### config.mk
export PLATFORM = sky130hd
export DESIGN_NAME = cursor_navegador
export DESIGN_NICKNAME = d
export VERILOG_FILES = /design/src/rtl/cursor_navegador.sv
export SDC_FILE = /design/constraint.sdc
export NUM_CORES = 1
export LEC_CHECK = 0
export ABC_AREA = 1
export BUFFER_PORTS_ARGS = -buffer_cell sky130_fd_sc_hd__buf_2
export CORE_ASPECT_RATIO = 1.4
export CORE_UTILIZATION = 38
export CTS_CLUSTER_SIZE = 24
export DETAILED_ROUTE_END_ITERATION = 8
export HOLD_SLACK_MARGIN = 0.15
export SYNTH_ARGS = -nofsm -noshare
export SYNTH_HDL_FRONTEND = slang
export SYNTH_SLANG_ARGS = --single-unit
### constraint.sdc
create_clock -name clk_100Mhz -period 1.9 [get_ports clk_100Mhz]
set_clock_uncertainty 0.1 [all_clocks]
set_input_delay 0.285 -clock clk_100Mhz [delete_from_list [all_inputs] [get_ports clk_100Mhz]]
set_output_delay 0.285 -clock clk_100Mhz [all_outputs]
set_load 0.02 [all_outputs]
### src/rtl/cursor_navegador.sv
// cursor_navegador
// Moves a text cursor over a COLS x ROWS grid from debounced push-button
// levels. A rising edge on a direction button moves the cursor one cell.
// Moves wrap between rows for izq/der and saturate at the grid corners
// and at the top and bottom rows.
//
// Optional feature (macro CURSOR_AUTO_REPEAT_EN): holding a direction
// button auto-repeats the move. The first repeat comes after REPEAT_DELAY
// cycles and each later one after REPEAT_RATE cycles. Without the macro,
// every press gives exactly one move.
//
// Ports:
//   clk_100Mhz   in   single clock, rising edge
//   reset        in   synchronous, active-high
//   boton_arriba/abajo/izq/der/elige  in  filtered button levels
//   cursor_fila  out  [ROW_W-1:0]  current row (registered)
//   cursor_col   out  [COL_W-1:0]  current column (registered)
//   dir_lineal   out  [ROW_W+COL_W-1:0]  fila*COLS+col (registered)
//   mov_pulse    out  one-cycle strobe when a new cursor value appears
//   elige_pulse  out  one-cycle strobe per boton_elige rising edge
module cursor_navegador #(
  parameter int COLS         = 32,
  parameter int ROWS         = 16,
  parameter int COL_W        = 5,
  parameter int ROW_W        = 4,
  parameter int REPEAT_DELAY = 50_000_000,
  parameter int REPEAT_RATE  = 10_000_000
) (
  input  logic                   clk_100Mhz,
  input  logic                   reset,
  input  logic                   boton_arriba,
  input  logic                   boton_abajo,
  input  logic                   boton_izq,
  input  logic                   boton_der,
  input  logic                   boton_elige,
  output logic [ROW_W-1:0]       cursor_fila,
  output logic [COL_W-1:0]       cursor_col,
  output logic [ROW_W+COL_W-1:0] dir_lineal,
  output logic                   mov_pulse,
  output logic                   elige_pulse
);

  localparam int LIN_W = ROW_W + COL_W;
  localparam logic [COL_W-1:0] COL_MAX = COL_W'(COLS - 1);
  localparam logic [ROW_W-1:0] ROW_MAX = ROW_W'(ROWS - 1);
  localparam logic [COL_W-1:0] COL_ONE = COL_W'(1'b1);
  localparam logic [ROW_W-1:0] ROW_ONE = ROW_W'(1'b1);

  typedef enum logic [1:0] {DIR_UP, DIR_DOWN, DIR_LEFT, DIR_RIGHT} dir_t;

  // Button bit order: 0 arriba, 1 abajo, 2 izq, 3 der, 4 elige
  logic [4:0]       btn_s, prev_r, rise_s;
  logic             edge_valid_s;
  dir_t             edge_dir_s;
  logic             req_r;        // move request, applied one cycle later
  dir_t             req_dir_r;
  logic             elige_req_r;
  logic [ROW_W-1:0] row_r, nxt_row_s;
  logic [COL_W-1:0] col_r, nxt_col_s;
  logic [LIN_W-1:0] lin_r, nxt_lin_s;
  logic             moved_s, mov_r, elige_r;

  assign btn_s  = {boton_elige, boton_der, boton_izq, boton_abajo, boton_arriba};
  assign rise_s = btn_s & ~prev_r;

  // Edge-detect flops plus the elige request stage
  always_ff @(posedge clk_100Mhz) begin
    if (reset) begin
      prev_r      <= 5'b0_0000;
      elige_req_r <= 1'b0;
    end else begin
      prev_r      <= btn_s;
      elige_req_r <= rise_s[4];
    end
  end

  // Priority encode direction edges: arriba > abajo > izq > der
  always_comb begin
    edge_valid_s = 1'b0;
    edge_dir_s   = DIR_UP;
    if (rise_s[0]) begin
      edge_valid_s = 1'b1;
      edge_dir_s   = DIR_UP;
    end else if (rise_s[1]) begin
      edge_valid_s = 1'b1;
      edge_dir_s   = DIR_DOWN;
    end else if (rise_s[2]) begin
      edge_valid_s = 1'b1;
      edge_dir_s   = DIR_LEFT;
    end else if (rise_s[3]) begin
      edge_valid_s = 1'b1;
      edge_dir_s   = DIR_RIGHT;
    end else begin
      edge_valid_s = 1'b0;
      edge_dir_s   = DIR_UP;
    end
  end

`ifdef CURSOR_AUTO_REPEAT_EN
  typedef enum logic [1:0] {IDLE, HOLD_WAIT, REPEAT} state_t;

  state_t      state_r;
  dir_t        hold_dir_r;
  logic [31:0] cnt_r, cnt_inc_s;
  logic        held_s;

  function automatic logic level_of(input dir_t d, input logic [4:0] b);
    case (d)
      DIR_UP:    level_of = b[0];
      DIR_DOWN:  level_of = b[1];
      DIR_LEFT:  level_of = b[2];
      DIR_RIGHT: level_of = b[3];
      default:   level_of = 1'b0;
    endcase
  endfunction

  assign held_s    = level_of(hold_dir_r, btn_s);
  // Counter saturates instead of wrapping
  assign cnt_inc_s = (cnt_r == 32'hFFFF_FFFF) ? cnt_r : cnt_r + 32'd1;

  // Hold/repeat FSM; other direction edges are ignored outside IDLE
  always_ff @(posedge clk_100Mhz) begin
    if (reset) begin
      state_r    <= IDLE;
      hold_dir_r <= DIR_UP;
      cnt_r      <= 32'd0;
      req_r      <= 1'b0;
      req_dir_r  <= DIR_UP;
    end else begin
      req_r <= 1'b0;
      case (state_r)
        IDLE: begin
          cnt_r <= 32'd0;
          if (edge_valid_s) begin
            state_r    <= HOLD_WAIT;
            hold_dir_r <= edge_dir_s;
            req_r      <= 1'b1;
            req_dir_r  <= edge_dir_s;
          end
        end
        HOLD_WAIT: begin
          if (!held_s) begin
            state_r <= IDLE;
            cnt_r   <= 32'd0;
          end else if (cnt_r >= 32'(REPEAT_DELAY - 1)) begin
            state_r   <= REPEAT;
            cnt_r     <= 32'd0;
            req_r     <= 1'b1;
            req_dir_r <= hold_dir_r;
          end else begin
            cnt_r <= cnt_inc_s;
          end
        end
        REPEAT: begin
          if (!held_s) begin
            state_r <= IDLE;
            cnt_r   <= 32'd0;
          end else if (cnt_r >= 32'(REPEAT_RATE - 1)) begin
            cnt_r     <= 32'd0;
            req_r     <= 1'b1;
            req_dir_r <= hold_dir_r;
          end else begin
            cnt_r <= cnt_inc_s;
          end
        end
        default: begin
          state_r <= IDLE;
          cnt_r   <= 32'd0;
        end
      endcase
    end
  end
`else
  // Edge-only mode: each accepted edge becomes one move request
  always_ff @(posedge clk_100Mhz) begin
    if (reset) begin
      req_r     <= 1'b0;
      req_dir_r <= DIR_UP;
    end else begin
      req_r     <= edge_valid_s;
      req_dir_r <= edge_dir_s;
    end
  end
`endif

  // Next cursor position; saturated requests leave moved_s low
  always_comb begin
    nxt_row_s = row_r;
    nxt_col_s = col_r;
    moved_s   = 1'b0;
    if (req_r) begin
      case (req_dir_r)
        DIR_UP: begin
          if (row_r != {ROW_W{1'b0}}) begin
            nxt_row_s = row_r - ROW_ONE;
            moved_s   = 1'b1;
          end else begin
            moved_s = 1'b0;
          end
        end
        DIR_DOWN: begin
          if (row_r != ROW_MAX) begin
            nxt_row_s = row_r + ROW_ONE;
            moved_s   = 1'b1;
          end else begin
            moved_s = 1'b0;
          end
        end
        DIR_LEFT: begin
          if (col_r != {COL_W{1'b0}}) begin
            nxt_col_s = col_r - COL_ONE;
            moved_s   = 1'b1;
          end else if (row_r != {ROW_W{1'b0}}) begin
            nxt_col_s = COL_MAX;
            nxt_row_s = row_r - ROW_ONE;
            moved_s   = 1'b1;
          end else begin
            moved_s = 1'b0;
          end
        end
        DIR_RIGHT: begin
          if (col_r != COL_MAX) begin
            nxt_col_s = col_r + COL_ONE;
            moved_s   = 1'b1;
          end else if (row_r != ROW_MAX) begin
            nxt_col_s = {COL_W{1'b0}};
            nxt_row_s = row_r + ROW_ONE;
            moved_s   = 1'b1;
          end else begin
            moved_s = 1'b0;
          end
        end
        default: moved_s = 1'b0;
      endcase
    end else begin
      moved_s = 1'b0;
    end
  end

  // Linear address is derived from the next position so it is coherent with row/col
  assign nxt_lin_s = LIN_W'(nxt_row_s) * LIN_W'(COLS) + LIN_W'(nxt_col_s);

  // Registered cursor state and output strobes
  always_ff @(posedge clk_100Mhz) begin
    if (reset) begin
      row_r   <= {ROW_W{1'b0}};
      col_r   <= {COL_W{1'b0}};
      lin_r   <= {LIN_W{1'b0}};
      mov_r   <= 1'b0;
      elige_r <= 1'b0;
    end else begin
      row_r   <= nxt_row_s;
      col_r   <= nxt_col_s;
      lin_r   <= nxt_lin_s;
      mov_r   <= moved_s;
      elige_r <= elige_req_r;
    end
  end

  assign cursor_fila = row_r;
  assign cursor_col  = col_r;
  assign dir_lineal  = lin_r;
  assign mov_pulse   = mov_r;
  assign elige_pulse = elige_r;

endmodule

# Word-level counts from Yosys, hierarchy flattened

Index checks and enable logic that the tools add are counted.

Add/sub/neg operators: 5
Multiply operators: 0
Div/mod/pow operators: 0
Order comparisons: 0
Equal/unequal tests: 5
Shifts and indexed selects: 0
Multiplexer cells: 24
Bitwise operators: 3
Reductions and logical operators: 6

Operators by type and width:

| kind                                                | number |
|---|---|
| two-way mux 5 bit                                   | 5 |
| two-way mux 4 bit                                   | 5 |
| one-hot mux 4 bit (4 select lines)                  | 1 |
| one-hot mux 5 bit (2 select lines)                  | 1 |
| adder 9 x 5 -> 9 bit                                | 1 |
| two-way mux 1 bit                                   | 9 |
| adder 5 x 1 -> 5 bit, second input constant         | 1 |
| bitwise AND 5 bit                                   | 1 |
| != test 5 bit, second input constant                | 1 |
| NOT 5 bit                                           | 1 |
| nonzero test 5 bit                                  | 1 |
| subtractor 5 x 1 -> 5 bit, second input constant    | 1 |
| adder 4 x 1 -> 4 bit, second input constant         | 1 |
| equality test 2 bit, second input constant          | 2 |
| two-way mux 2 bit                                   | 2 |
| != test 4 bit, second input constant                | 1 |
| one-hot mux 1 bit (4 select lines)                  | 1 |
| nonzero test 4 bit                                  | 1 |
| OR reduction 2 bit                                  | 2 |
| subtractor 4 x 1 -> 4 bit, second input constant    | 1 |
| OR reduction 3 bit                                  | 1 |
| equality test 2 x 1 -> 1 bit, second input constant | 1 |
| logical NOT 2 bit                                   | 1 |
| NOT 1 bit                                           | 1 |

Register bits: 29
Bits in latches: 0
Bits in writable memories: 0
Memory bits (read-only): 0
Input port bits: 7
Word-level logic and storage cells: 53
Memories: 0

# Logic depth before layout (Yosys ltp)

Depth after elaboration: 6
Gate-level depth with buffers: 12

# Worst setup path before layout

OpenSTA, ideal clock, no wires.

Path type: flip-flop to flip-flop
Start: register col_r[1], in the netlist cursor_col[1]
End: register row_r[0], in the netlist cursor_fila[0]
Setup time: 0.117 ns
Arrival: 1.581 ns
Data required time: 1.683 ns
Path slack: 0.102 ns
Cell stages (with the launch flop): 10
Path buffers: 0
Clock period less this slack: 1.798 ns
Path through: dfxtp_1 > ha_1 > nand2_1 > nor2_1 > ha_1 > inv_1 > o21ai_0 > nand3_1 > o21ai_0 > nor2_1

Word-level cells in the longest chain between the ends: 4
Elaborated cells on any way between the ends: 6
Classes of those cells: eq/ne: 1; mux: 4; reduce/logical: 1

RTL lines:

| what                                                       | line     | RTL |
|---|---|---|
| start: declaration                                         | 59       | `logic [COL_W-1:0] col_r, nxt_col_s;` |
| start signal: assignment                                   | 247      | `col_r <= {COL_W{1'b0}};` |
| start signal: assignment                                   | 253      | `col_r <= nxt_col_s;` |
| != test 5 bit / nonzero test 5 bit (equally long branches) | 222, 210 |  |
| two-way mux 4 bit (on tied branches)                       | 222, 210 |  |
| one-hot mux 4 bit (4 select lines) *                       | 192      | `case (req_dir_r)` |
| two-way mux 4 bit *                                        | 191      | `if (req_r) begin` |
| end signal: assignment                                     | 246      | `row_r <= {ROW_W{1'b0}};` |
| end signal: assignment                                     | 252      | `row_r <= nxt_row_s;` |
| end: declaration                                           | 58       | `logic [ROW_W-1:0] row_r, nxt_row_s;` |

Mark *: on every way between the ends. The rest lies on a longest branch, timed or not.
A chain may end at the register's enable or synchronous reset.

# Final worst setup path

Start: register col_r[1], in the netlist cursor_col[1]
End: register col_r[0], in the netlist cursor_col[0]

Word-level cells in the longest chain between the ends: 4
Elaborated cells on any way between the ends: 6
Classes of those cells: eq/ne: 1; mux: 4; reduce/logical: 1

RTL lines:

| what                                                       | line |
|---|---|
| != test 5 bit / nonzero test 5 bit (equally long branches) | 222, 210 |
| two-way mux 5 bit (on tied branches)                       | 222, 210 |
| one-hot mux 5 bit (2 select lines) *                       | 192 |
| two-way mux 5 bit *                                        | 191 |

Marked as above.

==> impl_metrics.toml <==
[run_status]
status = "finished clean"

[placement]
placed_area_sq_um = 1490
io_buffers = 26
gp_congestion = 0.904
place_ws_ns = 0.140
dp_hpwl_um = 2380

[global_route]
track_usage_pct = 18.2
antenna_found_initial = 0
grt_pass1_vias = 1270
grt_first_pass_wirelength_um = 5220
grt_max_degree = 15
grt_overflow = 0

[route]
wirelength_um = 3130
dr.pass1.iters = 7
viasPerCell = 4.97
ant_nets = 0
drc_errors = 0
drt-wirelength-per-cell_um = 11.4
routed-via-count = 1361
drt_iter0_drc = 46

[sta]
hold_violations = 0
relSlewSlack_pct = 76.5
drv_slew = 0
finalCritPeriodShare_pct = 91.2
rsz0062_at_grt = "no"
max_freq_mhz = 577
final.min_clock_period_ns = 1.73
setup_tns_ns = 0
worst_pin_slew_ns = 0.351
fin_ws_ns = 0.168
finalSetupViolCount = 0

[synthesis]
avgSynthCellArea_sq_um = 6.64
synth.cell_area_sq_um = 1360
synth_ff_type = "dfxtp_1"
ys_seq_elements = 20
ys_async_sr_fraction_pct = 0
yosysSeqAreaShare_pct = 29.4
synth_edf_count = 0
synth_top_area_share_pct = 29.4
synth_top_area_cell = "dfxtp_1"
yosysWarnings = 0
synthTopCellsByArea = "dfxtp_1, nand2_1, nor2_1, inv_1, o21ai_0"
synthCells = 205
syn_nets = 217
synth_cell_types = 28

[flow_run]
drv_cap = 0

[floorplanning]
rows = 25
fp.dieH_um = 72.8
start_util_pct = 39.9
core-area_sq_um = 3410
dieWidth_um = 52.6
die_area_sq_um = 3830
ios = 27

[clocking]
htreeDepth = 1
path_clk_slew_ns = 0.08
cts_sinks = 20
cts_tree = "yes"
clockBufferDepth = 2
numCtsBuffers = 3
clock_latency_ns = 0.26
root_buffer = "clkbuf_8"
post_cts_buffers = 0

[setup_path]
cp_max_fo = 6
worstSetupPathType = "reg2reg"
arrival_ns = 1.82
r2r_slack_ns = 0.17
end_kind = "flop"
cp.required_ns = 1.99
startpoint_type = "flop"

[layout]
drive_above_1_share_pct = 23.5
design_area_sq_um = 1620
insertedDiodeCount = 0
area_growth_pct = 18.7
nFillCells = 358
nNetsFinal = 247
utilization_pct = 47.4
layout_common_cells = "nand2_1, nor2_1, inv_1, buf_2, dfxtp_1"
final_common_cell = "nand2_1"

[worst_hold_path]
hp-class = "in2reg"

[power]
p_leak_nw = 0.820
powerDensity_nw_per_um2 = 727
vdd.ir_drop.worst_uv = 584
## what timing repair did
action	4_1_cts	5_1_grt
endpoints found under the setup margin	0	4
gates resized for setup	0	1
hold buffers	5	0
endpoints found under the hold margin	6	0
## state kept, by name (all words and copies together) (netlist names)
signal / flops
cursor_fila: 4
elige_req_r: 1
dir_lineal: 1
cursor_col: 4
req_r: 1
prev_r: 5
mov_pulse: 1
elige_pulse: 1
req_dir_r: 2
## kinds of logic after synthesis
group                      after synthesis  synth area share, %
AOI/OAI and AO/OA                       38                 15.9
and+or+nand+nor                         98                 34.0
DFF                                     20                 29.4
adders and majority gates                5                 4.60
buffers and inverters                   43                 15.4
xor gates and xnor gates                 1                0.643
## synthesized netlist by cell type, types with 3 or more instances
master    n
buf_4     9
nand2_1  41
dfxtp_1  20
nand3_1  12
o21ai_1   3
inv_2     4
a21oi_1   9
nor2_1   28
ha_1      5
inv_1    27
o21ai_0  18
nand4_1   3
## final cells by class
cell class              count  area [sq um]  share of cell area [%]
multi-input cells         142           753                    46.6
flip-flops and latches     20           400                    24.8
repair buffers             37           225                    13.9
inverters                  31           116                    7.20
well taps                  40          50.0                    3.10
clock buffers               3          41.3                    2.55
clock inverters             1          30.0                    1.86
## power breakdown
group          switching (mW)  internal [mW]
clock network           0.147          0.281
logic                   0.171          0.100
registers              0.0312          0.443
total                   0.350          0.825
## worst paths after layout
kind,start,end,cells after the start
worst max-delay path,cursor_col[1],cursor_col[0],10
worst min register to register,prev_r[4],elige_req_r,1
worst max register to register,cursor_col[1],cursor_col[0],10
worst min-delay path,reset,cursor_col[2],2
## metal layers
metal | up-vias | wire, um | track usage [%]
met5 | - | 0 | 0
met4 | 0 | 54 | 7.02
met3 | 6 | 109 | 2.08
met2 | 35 | 1600 | 32.8
met1 | 617 | 1370 | 21.2
li1 | 703 | - | -
## metrics by stage
stage / instances / total power, mW / hold WS (ns)
2_1_floorplan: 205 / 0.690 / 0.263
3_3_place_gp: 265 / 0.750 / 0.278
3_5_place_dp: 265 / 0.750 / 0.284
4_1_cts: 274 / 1.19 / 0.261
5_1_grt: 274 / 1.24 / 0.285
6_report: 274 / 1.17 / 0.257
## worst max-delay path, cell delays in order (launching register included)
cell and delay [ns]:
dfxtp_1 0.34, ha_1 0.16, nand2_1 0.08, nor2_1 0.10, ha_2 0.20, inv_1 0.11
nor2_1 0.16, nand2_1 0.09, nand2_2 0.10, o21ai_0 0.09, a21oi_1 0.14
(Power assumes the default switching activity.)
